`src/rtl/muldiv_hilo_ctrl_if.sv`:
```
// Execute-stage <-> HI/LO sequencer bundle: operation request, pipeline hold and HI/LO write bus.
// master = execute stage / pipeline control, slave = muldiv_hilo_ctrl.
interface muldiv_hilo_ctrl_if;
    logic        Start;
    logic [2:0]  Op;
    logic [31:0] OpA;
    logic [31:0] OpB;
    logic        HiLoRead;
    logic        Busy;
    logic        Done;
    logic        Stall;
    logic [63:0] HiLoData;

    modport master (
        output Start, Op, OpA, OpB, HiLoRead,
        input  Busy, Done, Stall, HiLoData
    );

    modport slave (
        input  Start, Op, OpA, OpB, HiLoRead,
        output Busy, Done, Stall, HiLoData
    );
endinterface

```
`src/rtl/muldiv_hilo_ctrl.sv`:
```
// MIPS HI/LO sequencer: iterative shift-add multiply, restoring divide, MTHI/MTLO, pipeline stall.
// Optional build macro MULDIV_FAST_MULT_EN: single-cycle multiply instead of 32 iterations.
module muldiv_hilo_ctrl #(
    parameter logic [31:0] RESET_HI = 32'h0000_0000,
    parameter logic [31:0] RESET_LO = 32'h0000_0000
) (
    input  logic              clk,
    input  logic              rst,
    muldiv_hilo_ctrl_if.slave bus
);

    localparam logic [2:0] OP_MULT  = 3'd0;
    localparam logic [2:0] OP_MULTU = 3'd1;
    localparam logic [2:0] OP_DIV   = 3'd2;
    localparam logic [2:0] OP_DIVU  = 3'd3;
    localparam logic [2:0] OP_MTHI  = 3'd4;
    localparam logic [2:0] OP_MTLO  = 3'd5;

    typedef enum logic [1:0] {
        S_IDLE = 2'd0,
        S_MUL  = 2'd1,
        S_DIV  = 2'd2,
        S_FIX  = 2'd3
    } state_t;

`ifdef MULDIV_FAST_MULT_EN
    localparam state_t MUL_ENTRY = S_FIX;
`else
    localparam state_t MUL_ENTRY = S_MUL;
`endif

    state_t      r_state;
    state_t      w_next_state;
    logic [31:0] r_hi;
    logic [31:0] r_lo;
    logic [31:0] r_opd;
    logic [63:0] r_acc;
    logic [4:0]  r_cnt;
    logic        r_busy;
    logic        r_done;
    logic        r_is_div;
    logic        r_neg_res;
    logic        r_neg_rem;

    logic        w_accept;
    logic        w_is_mul;
    logic        w_is_div;
    logic        w_signed;
    logic        w_a_neg;
    logic        w_b_neg;
    logic        w_b_zero;
    logic [31:0] w_a_abs;
    logic [31:0] w_b_abs;
    logic [32:0] w_mul_sum;
    logic [32:0] w_div_cand;
    logic        w_div_ge;
    logic [31:0] w_div_rem;
    logic [63:0] w_prod_fix;
    logic [31:0] w_quo_fix;
    logic [31:0] w_rem_fix;
`ifdef MULDIV_FAST_MULT_EN
    logic [63:0] w_fast_prod;
`endif

    // Request decode and operand magnitude/sign extraction
    always_comb begin
        w_accept = (r_state == S_IDLE) && bus.Start && (bus.Op <= OP_MTLO);
        w_is_mul = (bus.Op == OP_MULT) || (bus.Op == OP_MULTU);
        w_is_div = (bus.Op == OP_DIV) || (bus.Op == OP_DIVU);
        w_signed = (bus.Op == OP_MULT) || (bus.Op == OP_DIV);
        w_a_neg  = w_signed && bus.OpA[31];
        w_b_neg  = w_signed && bus.OpB[31];
        w_a_abs  = w_a_neg ? (32'd0 - bus.OpA) : bus.OpA;
        w_b_abs  = w_b_neg ? (32'd0 - bus.OpB) : bus.OpB;
        w_b_zero = (bus.OpB == 32'd0);
`ifdef MULDIV_FAST_MULT_EN
        w_fast_prod = {32'd0, w_a_abs} * {32'd0, w_b_abs};
`endif
    end

    // One iteration step for each engine plus the final sign correction
    always_comb begin
        w_mul_sum  = {1'b0, r_acc[63:32]} + {1'b0, (r_acc[0] ? r_opd : 32'd0)};
        w_div_cand = {r_acc[63:32], r_acc[31]};
        w_div_ge   = (w_div_cand >= {1'b0, r_opd});
        w_div_rem  = w_div_ge ? (w_div_cand[31:0] - r_opd) : w_div_cand[31:0];
        w_prod_fix = r_neg_res ? (64'd0 - r_acc) : r_acc;
        w_quo_fix  = r_neg_res ? (32'd0 - r_acc[31:0]) : r_acc[31:0];
        w_rem_fix  = r_neg_rem ? (32'd0 - r_acc[63:32]) : r_acc[63:32];
    end

    // Next-state selection
    always_comb begin
        w_next_state = r_state;
        case (r_state)
            S_IDLE: begin
                if (w_accept && w_is_mul) begin
                    w_next_state = MUL_ENTRY;
                end else if (w_accept && w_is_div) begin
                    w_next_state = w_b_zero ? S_FIX : S_DIV;
                end else begin
                    w_next_state = S_IDLE;
                end
            end
            S_MUL: begin
                if (r_cnt == 5'd31) begin
                    w_next_state = S_FIX;
                end else begin
                    w_next_state = S_MUL;
                end
            end
            S_DIV: begin
                if (r_cnt == 5'd31) begin
                    w_next_state = S_FIX;
                end else begin
                    w_next_state = S_DIV;
                end
            end
            S_FIX:   w_next_state = S_IDLE;
            default: w_next_state = S_IDLE;
        endcase
    end

    // State register
    always_ff @(posedge clk) begin
        if (rst) begin
            r_state <= S_IDLE;
        end else begin
            r_state <= w_next_state;
        end
    end

    // Datapath, architectural HI/LO and status flags
    always_ff @(posedge clk) begin
        if (rst) begin
            r_hi      <= RESET_HI;
            r_lo      <= RESET_LO;
            r_opd     <= 32'd0;
            r_acc     <= 64'd0;
            r_cnt     <= 5'd0;
            r_busy    <= 1'b0;
            r_done    <= 1'b0;
            r_is_div  <= 1'b0;
            r_neg_res <= 1'b0;
            r_neg_rem <= 1'b0;
        end else begin
            r_done <= 1'b0;
            case (r_state)
                S_IDLE: begin
                    if (w_accept) begin
                        r_cnt <= 5'd0;
                        case (bus.Op)
                            OP_MTHI: r_hi <= bus.OpA;
                            OP_MTLO: r_lo <= bus.OpA;
                            OP_MULT, OP_MULTU: begin
                                r_busy    <= 1'b1;
                                r_is_div  <= 1'b0;
                                r_neg_res <= w_a_neg ^ w_b_neg;
                                r_neg_rem <= 1'b0;
                                r_opd     <= w_a_abs;
`ifdef MULDIV_FAST_MULT_EN
                                r_acc     <= w_fast_prod;
`else
                                r_acc     <= {32'd0, w_b_abs};
`endif
                            end
                            OP_DIV, OP_DIVU: begin
                                r_busy   <= 1'b1;
                                r_is_div <= 1'b1;
                                r_opd    <= w_b_abs;
                                // Divide by zero preloads the final {HI, LO} and bypasses the iterations
                                if (w_b_zero) begin
                                    r_acc     <= {bus.OpA, 32'hFFFF_FFFF};
                                    r_neg_res <= 1'b0;
                                    r_neg_rem <= 1'b0;
                                end else begin
                                    r_acc     <= {32'd0, w_a_abs};
                                    r_neg_res <= w_a_neg ^ w_b_neg;
                                    r_neg_rem <= w_a_neg;
                                end
                            end
                            default: r_cnt <= 5'd0;
                        endcase
                    end
                end
                S_MUL: begin
                    r_acc <= {w_mul_sum, r_acc[31:1]};
                    r_cnt <= r_cnt + 5'd1;
                end
                S_DIV: begin
                    r_acc <= {w_div_rem, r_acc[30:0], w_div_ge};
                    r_cnt <= r_cnt + 5'd1;
                end
                S_FIX: begin
                    if (r_is_div) begin
                        r_hi <= w_rem_fix;
                        r_lo <= w_quo_fix;
                    end else begin
                        r_hi <= w_prod_fix[63:32];
                        r_lo <= w_prod_fix[31:0];
                    end
                    r_done <= 1'b1;
                    r_busy <= 1'b0;
                end
                default: r_busy <= 1'b0;
            endcase
        end
    end

    assign bus.Busy     = r_busy;
    assign bus.Done     = r_done;
    assign bus.Stall    = r_busy & (bus.HiLoRead | bus.Start);
    assign bus.HiLoData = {r_hi, r_lo};

endmodule

```
`src/flat_wrapper.sv`:
```
// flat-port wrapper written by rule: the top's interface ports become plain ports
module muldiv_hilo_ctrl_flat 
#(
    parameter logic [31:0] RESET_HI = 32'h0000_0000,
    parameter logic [31:0] RESET_LO = 32'h0000_0000
)
  (clk, rst, bus_Start, bus_Op, bus_OpA, bus_OpB, bus_HiLoRead, bus_Busy, bus_Done, bus_Stall, bus_HiLoData);
  muldiv_hilo_ctrl_if bus_i ();
  input  logic clk;
  input  logic rst;
  input wire logic [$bits(bus_i.Start)-1:0] bus_Start;
  input wire logic [$bits(bus_i.Op)-1:0] bus_Op;
  input wire logic [$bits(bus_i.OpA)-1:0] bus_OpA;
  input wire logic [$bits(bus_i.OpB)-1:0] bus_OpB;
  input wire logic [$bits(bus_i.HiLoRead)-1:0] bus_HiLoRead;
  output wire logic [$bits(bus_i.Busy)-1:0] bus_Busy;
  output wire logic [$bits(bus_i.Done)-1:0] bus_Done;
  output wire logic [$bits(bus_i.Stall)-1:0] bus_Stall;
  output wire logic [$bits(bus_i.HiLoData)-1:0] bus_HiLoData;
  assign bus_i.Start = bus_Start;
  assign bus_i.Op = bus_Op;
  assign bus_i.OpA = bus_OpA;
  assign bus_i.OpB = bus_OpB;
  assign bus_i.HiLoRead = bus_HiLoRead;
  assign bus_Busy = bus_i.Busy;
  assign bus_Done = bus_i.Done;
  assign bus_Stall = bus_i.Stall;
  assign bus_HiLoData = bus_i.HiLoData;
  muldiv_hilo_ctrl #(.RESET_HI(RESET_HI), .RESET_LO(RESET_LO)) u_core (.clk(clk), .rst(rst), .bus(bus_i));
endmodule
```
`config.mk`:
```
export PLATFORM = sky130hd
export DESIGN_NAME = muldiv_hilo_ctrl_flat
export DESIGN_NICKNAME = d
export VERILOG_FILES = /design/src/rtl/muldiv_hilo_ctrl_if.sv /design/src/rtl/muldiv_hilo_ctrl.sv /design/src/flat_wrapper.sv
export SDC_FILE = /design/constraint.sdc
export NUM_CORES = 1
export LEC_CHECK = 0
export CAP_MARGIN = 0
export CELL_PAD_IN_SITES_DETAIL_PLACEMENT = 1
export CELL_PAD_IN_SITES_GLOBAL_PLACEMENT = 1
export CORE_AREA = 5 5 187 189
export CTS_BUF_LIST = sky130_fd_sc_hd__clkbuf_16
export CTS_CLUSTER_DIAMETER = 50
export CTS_CLUSTER_SIZE = 8
export DETAILED_ROUTE_END_ITERATION = 8
export DIE_AREA = 0 0 192 194
export PLACE_DENSITY_LB_ADDON = 0.1
export SLEW_MARGIN = 25
export SYNTH_ARGS = -nofsm -noshare
export SYNTH_HDL_FRONTEND = slang
export SYNTH_SLANG_ARGS = --single-unit
```
`constraint.sdc`:
```
create_clock -name clk -period 6.8 [get_ports clk]
set_input_delay 1.36 -clock clk [delete_from_list [all_inputs] [get_ports clk]]
set_output_delay 1.36 -clock clk [all_outputs]
set_load 0.05 [all_outputs]
```
# Word level (Yosys, flattened, before mapping)
# Index checks and enable logic that the tools add are counted.
# word_totals
elab_cells	101
in_bits	71
regBits	172
out_inout_bits	67
# classes
reduce_logical	26
muxes	37
n_eq_ne	14
n_bitwise	3
order_cmp	2
addsub	8
# ops
cell	count
32-bit 2-to-1 mux	12
64-bit 2-to-1 mux	3
32-bit case mux with 2 select lines	3
64-bit case mux with 3 select lines	1
64-bit case mux with 2 select lines	1
1-bit by 32-bit subtractor with 32-bit output (first input constant)	4
1-bit by 64-bit subtractor with 64-bit output (first input constant)	1
32-bit by 32-bit adder with 33-bit output	1
33-bit by 32-bit greater-or-equal comparator with 1-bit output	1
32-bit zero test	1
32-bit subtractor	1
3-bit AND reduction	5
5-bit case mux with 2 select lines	1
1-bit case mux with 2 select lines	4
2-bit case mux with 4 select lines	1
1-bit 2-to-1 mux	7
3-bit by 2-bit == test with 1-bit output (second input constant)	2
3-bit == test (second input constant)	2
1-bit logical AND	6
2-bit 2-to-1 mux	3
2-bit inequality test (second input constant)	3
2-bit nonzero test	3
2-bit OR reduction	3
5-bit by 1-bit adder with 5-bit output (second input constant)	1
other kinds (17)	20

# Depth between registers and ports, before layout
# Gate-level depths: netlist (run 1).
# depth
ltp_word	8
ltp_mapped	16
mapped_depth_nobuf	14

# Worst setup path after synthesis (run 1)
# OpenSTA, ideal clock, no wires.
# synth_timing
path_kind	input to register
from	input bus_OpA[7]
to	register u_core.r_acc[20]
setup_slack_ns	3.040
required_ns	6.726
path_buffers	1
arrival_time_ns	3.685
path_stages	10
setup_ns	0.074
cell_sequence	clkbuf_1 -> or4_1 -> nor3_1 -> nand2b_1 -> nor3_1 -> a21oi_1 -> xor2_1 -> nor3_1 -> or4_1 -> a31oi_1
# synth_via
elab_chain_len	6
# synth_rtl
element	line	rtl
from (decl)	flat_wrapper.sv:13	input wire logic [$bits(bus_i.OpA)-1:0] bus_OpA;
1-bit by 32-bit subtractor with 32-bit output	muldiv_hilo_ctrl.sv:73	w_a_abs = w_a_neg ? (32'd0 - bus.OpA) : bus.OpA;
32-bit 2-to-1 mux	muldiv_hilo_ctrl.sv:73	
64-bit 2-to-1 mux	muldiv_hilo_ctrl.sv:172	if (w_b_zero) begin
64-bit case mux with 2 select lines	muldiv_hilo_ctrl.sv:152	case (bus.Op)
64-bit 2-to-1 mux	muldiv_hilo_ctrl.sv:150	if (w_accept) begin
64-bit case mux with 3 select lines	muldiv_hilo_ctrl.sv:148	case (r_state)
to (signal assigned)	muldiv_hilo_ctrl.sv:164	r_acc <= {32'd0, w_b_abs};
to (signal assigned)	muldiv_hilo_ctrl.sv:173	r_acc <= {bus.OpA, 32'hFFFF_FFFF};
to (signal assigned)	muldiv_hilo_ctrl.sv:177	r_acc <= {32'd0, w_a_abs};
to (decl)	muldiv_hilo_ctrl.sv:37	logic [63:0] r_acc;
# Every way passes these cells. The select of a mux whose other input is x is not followed.
# A chain may end at the register's enable or synchronous reset.

# Worst setup path in the final report (run 1)
# layout_timing
from	register u_core.r_acc[0]
to	register u_core.r_acc[61]
# layout_via
elab_chain_len	3
# layout_rtl
element	line	rtl
32-bit 2-to-1 mux	muldiv_hilo_ctrl.sv:83	w_mul_sum = {1'b0, r_acc[63:32]} + {1'b0, (r_acc[0] ? r_opd : 32'd0)};
32-bit by 32-bit adder with 33-bit output	muldiv_hilo_ctrl.sv:83	
64-bit case mux with 3 select lines	muldiv_hilo_ctrl.sv:148	
# Every way passes these cells.

==> flow_metrics.env, run 1 <==
export IMPL_status="completed"
export IMPL_first_global_vias=16700
export IMPL_clk_pin_slew_ns=0.08
export IMPL_synth_fp_nets=2278
export IMPL_synth_flop_cell="dfxtp_1"
export IMPL_drive_gt1_frac=0.0498
export IMPL_ff_latch_area_um2=3440
export IMPL_die_area_um2=37200
export IMPL_fill_cells=4204
export IMPL_clock_latency_ns=0.45
export IMPL_cpPeakStageDelay_ns=0.66
export IMPL_syn_avg_cell_area_um2=7.16
export IMPL_setup_violations_final=0
export IMPL_r2r_setup_slack_ns=2.09
export IMPL_ir_worst_vdd_mv=0.161
export IMPL_whs_path_depth=2
export IMPL_cts_hold_buf=0
export IMPL_synthTopCellsByArea="dfxtp_1, a21oi_1, nor2_1"
export IMPL_synth_edff_count=0
export IMPL_maxSlewHeadroom=0.277
export IMPL_finalSetupTns_ns=0
export IMPL_hold_viol=0
export IMPL_end_kind="flip-flop"
export IMPL_drc_errors=0
export IMPL_routed_wl_mm=68.5
export IMPL_cts_root_buf="clkbuf_16"
export IMPL_grt_total_usage=0.355
export IMPL_clk_path_buf_depth=2
export IMPL_cts_made_buffers=17
export IMPL_cts_sinks=172
export IMPL_r2r_start="u_core.r_acc[0]$_SDFFE_PP0P_"
export IMPL_gp_congestion=1.02
export IMPL_cap_violations=0
export IMPL_finalPower_mw=3.42
export IMPL_seq_area_frac_synth=0.226
export IMPL_grt_first_pass_wirelength_mm=102
export IMPL_skew_ns=0.0211
export IMPL_layout_nets=2301
export IMPL_area_growth_pct=13.7
export IMPL_r2r_end="u_core.r_acc[61]$_SDFFE_PP0P_"
export IMPL_cp_startpoint="u_core.r_acc[0]$_SDFFE_PP0P_"
export IMPL_die_h_um=194
export IMPL_yosysTopAreaCell="dfxtp_1"
export IMPL_cts_tree="yes"
export IMPL_grt_overflow=0
export IMPL_core_um2=33100
export IMPL_post_cts_repair_setup_buffers=0
export IMPL_finalCritPeriodShare=0.692
export IMPL_antenna_found_initial=2
export IMPL_min_to="u_core.r_opd[22]$_SDFFE_PP0P_"
export IMPL_routed_via_density=6.51
export IMPL_whs_ns=0.464
export IMPL_synthCells=2131
export IMPL_worst_r2r_path_depth=14
export IMPL_port_buffers=137
export IMPL_finalCriticalPeriod_ns=4.71
export IMPL_fmax_mhz=212
export IMPL_worstMarginPinSlew_ns=1.08
export IMPL_cp_slowest_cell="a2111oi_0"
export IMPL_fp_dieW_um=192
export IMPL_cp_max_fo=17
export IMPL_power_density_nw_per_um2=197
export IMPL_async_flop_share=0
export IMPL_path_cells="inv_1, buf_4, nor2_1, ha_1, and4_1, o21ai_0, a21oi_1, o311ai_1, a2111oi_0, nor2_1, or3_1, and3_1, o21ai_0, a21oi_1"
export IMPL_ys_top_cells_by_count="nor2_1, nand2_1, a21oi_1"
export IMPL_initial_core_util=0.461
export IMPL_synth_warnings=0
export IMPL_synth_top_area_share=0.226
export IMPL_dr_first_iter_drc_count=1659
export IMPL_ys_types=82
export IMPL_ys_ff_latch=172
export IMPL_rsz0062_at_grt="false"
export IMPL_synth_most_common_cell="nor2_1"
export IMPL_post_cts_resized=0
export IMPL_hp_start="u_core.r_opd[22]$_SDFFE_PP0P_"
export IMPL_rows=67
export IMPL_grt_max_degree=92
export IMPL_pin_count=138
export IMPL_multi_input_area_um2=10900
export IMPL_cp_start_kind="flip-flop"
export IMPL_slew_violations=0
export IMPL_worstPathArrival_ns=5.05
export IMPL_wl_per_cell_um=26.2
export IMPL_crit_required_ns=7.14
export IMPL_cts_htree_levels=4
export IMPL_netlist_area_um2=15300
export IMPL_antenna_left=0
export IMPL_hold_class="reg2reg"
export IMPL_num_vias=17000
export IMPL_firstDrtPassIters=5
export IMPL_dp_hpwl_mm=51.9
export IMPL_p_leak_nw=6.43
export IMPL_crit_type="reg2reg"
[placed cells by master (no fill, tap or decap), drive strengths merged, types with 18 or more instances in the layout]
| master | n |
|---|---|
| nor2 | 260 |
| nand2 | 229 |
| a21oi | 203 |
| dfxtp | 172 |
| clkdlybuf4s50 | 136 |
| o21ai | 127 |
| xor2 | 103 |
| a211oi | 90 |
| inv | 81 |
| ha | 74 |
| xnor2 | 67 |
| nor3 | 64 |
| nand3 | 53 |
| a22oi | 34 |
| mux2i | 33 |
| o31ai | 32 |
| buf | 31 |
| a221oi | 29 |
| a21o | 25 |
| nand2b | 20 |
| nor4 | 19 |
| o211ai | 18 |
| a22o | 18 |
[state kept, by name, summed over array words and instances, names as in the netlist, 2 cells and up]
name	count
u_core.r_cnt	5
u_core.r_acc	64
u_core.r_opd	32
u_core.r_hi	32
u_core.r_state	2
u_core.r_lo	32
[report_power, final]
part / total, mW / internal, mW / switching (mW)
clock network: 0.962 / 0.475 / 0.486
registers: 1.18 / 1.07 / 0.105
logic: 1.28 / 0.443 / 0.836
total: 3.42 / 1.99 / 1.43
[kinds of logic after synthesis]
| group | count (synthesis) | synth area share |
|---|---|---|
| simple gates | 757 | 0.233 |
| compound gates | 684 | 0.294 |
| buf+inv | 236 | 0.0619 |
| flops | 172 | 0.226 |
| xor+xnor | 170 | 0.0976 |
| fa+ha+maj | 76 | 0.0633 |
| mux | 36 | 0.0239 |
[cell type report]
cell class	count	share of cell area
Clock inverter	15	0.00649
Multi-Input combinational cell	1723	0.629
Inverter	73	0.0158
Antenna cell	1	0.000144
Clock buffer	17	0.0245
Timing Repair Buffer	167	0.0927
Tap cell	448	0.0323
Sequential cell	172	0.199
[critical path: cells and delay by family, from the launching register on]
family	cells	cell delay, ns
adder cells (fa/ha/maj)	1	0.42
AND/OR/NAND/NOR	5	1.15
buffers and inverters	2	0.97
flip-flops	1	0.44
AO/OA/AOI/OAI	6	1.59
[stage by stage]
step	instances	instance area [µm²]	utilization	setup slack [ns]
after global routing	2615	17300	0.524	1.77
after detailed placement	2583	16800	0.507	1.77
after global placement	2583	16800	0.507	1.95
after CTS	2615	17300	0.523	2.19
final	2616	17300	0.524	2.09
after floorplan	2131	15300	-	3.04
[how the worst max path moves through the flow]
stage                                    end  slack, ns  depth (start not counted)
3_3_place_gp   u_core.r_acc[43]$_SDFFE_PP0P_       1.95                         10
3_5_place_dp   u_core.r_acc[46]$_SDFFE_PP0P_       1.77                          8
4_1_cts        u_core.r_acc[61]$_SDFFE_PP0P_       2.19                         14
6_report       u_core.r_acc[61]$_SDFFE_PP0P_       2.09                         14
2_1_floorplan  u_core.r_acc[20]$_SDFFE_PP0P_       3.04                         10
5_1_grt        u_core.r_acc[61]$_SDFFE_PP0P_       1.77                         14
[metal layers]
layer,GRT usage,up-vias,part of all wire
li1,-,7736,-
met1,0.480,8340,0.42
met2,0.535,809,0.43
met3,0.0697,142,0.094
met4,0.184,0,0.058
met5,0,-,0
(Power assumes the default switching activity.)
==> inputs of run 2 (changes only) <==
CORE_AREA = 5 5 204 206   (was 5 5 187 189)
DIE_AREA = 0 0 209 211   (was 0 0 192 194)
clock period = 4.3 ns   (was 6.8 ns; I/O delays follow)
==> run 2 against run 1 <==
- via count grew 2.0%
- register-to-register slack lost 1.9 ns
- final area increased by 5.9%
- maximum frequency is 15% higher
- sequential power is 54% higher
- critical path depth grew 2
- flip-flop and latch count did not move
- largest cell class unchanged
- highest routed layer unchanged
==> flow_metrics.env, run 2 (synthesis gave the netlist of run 1 again) <==
export IMPL_wl_per_cell_um=26.9
export IMPL_rsz0062_at_grt="false"
export IMPL_clk_path_buf_depth=2
export IMPL_drc_errors=0
export IMPL_power_density_nw_per_um2=305
export IMPL_p_leak_nw=6.98
export IMPL_clock_latency_ns=0.46
export IMPL_r2r_setup_slack_ns=0.22
export IMPL_cts_sinks=172
export IMPL_grt_total_usage=0.328
export IMPL_grt_overflow=0
export IMPL_cpPeakStageDelay_ns=0.47
export IMPL_cts_htree_levels=4
export IMPL_gp_congestion=1.03
export IMPL_worstMarginPinSlew_ns=1.02
export IMPL_finalWorstSetupSlack_ns=0.222
export IMPL_use_met3=0.0655
export IMPL_layout_nets=2416
export IMPL_end_kind="flip-flop"
export IMPL_fp_dieW_um=209
export IMPL_crit_type="reg2reg"
export IMPL_dp_cells=2775
export IMPL_routed_via_density=6.19
export IMPL_first_global_vias=16900
export IMPL_antenna_left=0
export IMPL_pin_count=138
export IMPL_finalPower_mw=5.60
export IMPL_clk_pin_slew_ns=0.07
export IMPL_stdcell_area_um2=18400
export IMPL_hold_viol=0
export IMPL_crit_required_ns=4.63
export IMPL_top_usage_layer="met2"
export IMPL_area_growth_pct=20.3
export IMPL_skew_ns=0.0147
export IMPL_maxSlewHeadroom=0.320
export IMPL_cp_start_kind="flip-flop"
export IMPL_cap_violations=0
export IMPL_dp_worst_setup_slack_ns=0.115
export IMPL_grt_max_degree=66
export IMPL_final_cell_mix="nor2_1, nand2_1, a21oi_1, dfxtp_1, buf_4"
export IMPL_n_antenna_cell=0
export IMPL_grt_first_pass_wirelength_mm=111
export IMPL_met2_usage=0.490
export IMPL_die_area_um2=44100
export IMPL_placed_area_um2=17800
export IMPL_core_um2=39500
export IMPL_finalCriticalPeriod_ns=4.08
export IMPL_worst_r2r_path_depth=16
export IMPL_initial_core_util=0.387
export IMPL_die_h_um=211
export IMPL_slew_violations=0
export IMPL_routed_wl_mm=75.4
export IMPL_status="completed"
export IMPL_fmax_mhz=245
export IMPL_finalCritPeriodShare=0.948
export IMPL_whs_path_depth=1
export IMPL_largest_register="u_core.r_acc"
export IMPL_finalNonFillerCells=2806
export IMPL_num_vias=17400
export IMPL_port_buffers=137
export IMPL_cp_slowest_cell="a2111oi_1"
export IMPL_firstDrtPassIters=5
export IMPL_setup_violations_final=0
export IMPL_final_common_cell="nor2_1"
export IMPL_cts_tree="yes"
export IMPL_whs_ns=0.450
export IMPL_cp_max_fo=6
export IMPL_cts_root_buf="clkbuf_16"
export IMPL_path_cells="and2_1, ha_1, inv_1, fa_1, nand2b_1, a21oi_1, o31a_1, o311ai_1, buf_4, a2111oi_1, buf_4, nor2_1, or3_1, and3_1, o21ai_0, a21oi_1"
export IMPL_drive_gt1_frac=0.0978
export IMPL_largest_register_ffs=64
export IMPL_post_cts_repair_setup_buffers=0
export IMPL_dr_first_iter_drc_count=1611
export IMPL_dp_hpwl_mm=59.1
export IMPL_worstPathArrival_ns=4.41
export IMPL_rows=73
export IMPL_cts_made_buffers=17
export IMPL_hold_class="reg2reg"
export IMPL_ir_worst_vdd_mv=0.224
export IMPL_use_met1=0.455
export IMPL_antenna_found_initial=1
-- run 2: what timing repair did --
action,in CTS,in global routing
resized for setup,0,2
setup endpoints to repair,0,1
hold buffers,0,0
-- run 2: metal layers --
layer	vias to the layer above	wire (µm)
li1	7970	-
met1	8486	33200
met2	764	31800
met3	147	6370
met4	0	4000
met5	-	0
-- run 2: where the power goes --
part	switching (mW)	internal, mW
logic	1.43	0.796
registers	0.126	1.69
clock network	0.763	0.794
-- run 2: through the flow --
stage	utilization	setup TNS [ns]
final	0.465	0
after global routing	0.465	0
after CTS	0.465	0
after detailed placement	0.451	0
after global placement	0.451	-0.0137
after floorplan	-	0
-- run 2: path summary, 6_finish.rpt --
kind	from	to
worst min register to register	u_core.r_hi[29]$_SDFFE_PP0P_	u_core.r_hi[29]$_SDFFE_PP0P_
worst max-delay path	u_core.r_acc[0]$_SDFFE_PP0P_	u_core.r_acc[61]$_SDFFE_PP0P_
worst max register to register	u_core.r_acc[0]$_SDFFE_PP0P_	u_core.r_acc[61]$_SDFFE_PP0P_
worst min-delay path	u_core.r_hi[29]$_SDFFE_PP0P_	u_core.r_hi[29]$_SDFFE_PP0P_
-- run 2: layout make-up --
class / instances / area [µm²]
Clock inverter: 14 / 125
Inverter: 73 / 274
Tap cell: 525 / 657
Multi-Input combinational cell: 1723 / 10900
Timing Repair Buffer: 282 / 2510
Sequential cell: 172 / 3440
Clock buffer: 17 / 425
Fill cell: 4959 / 21100
-- run 2: worst max-delay path, delay by kind of cell, from the launching register on --
| family | cells | cell delay, ns |
|---|---|---|
| fa+ha+maj | 2 | 0.63 |
| simple gates | 5 | 0.97 |
| flops | 1 | 0.43 |
| buf+inv | 3 | 0.46 |
| compound gates | 6 | 1.45 |
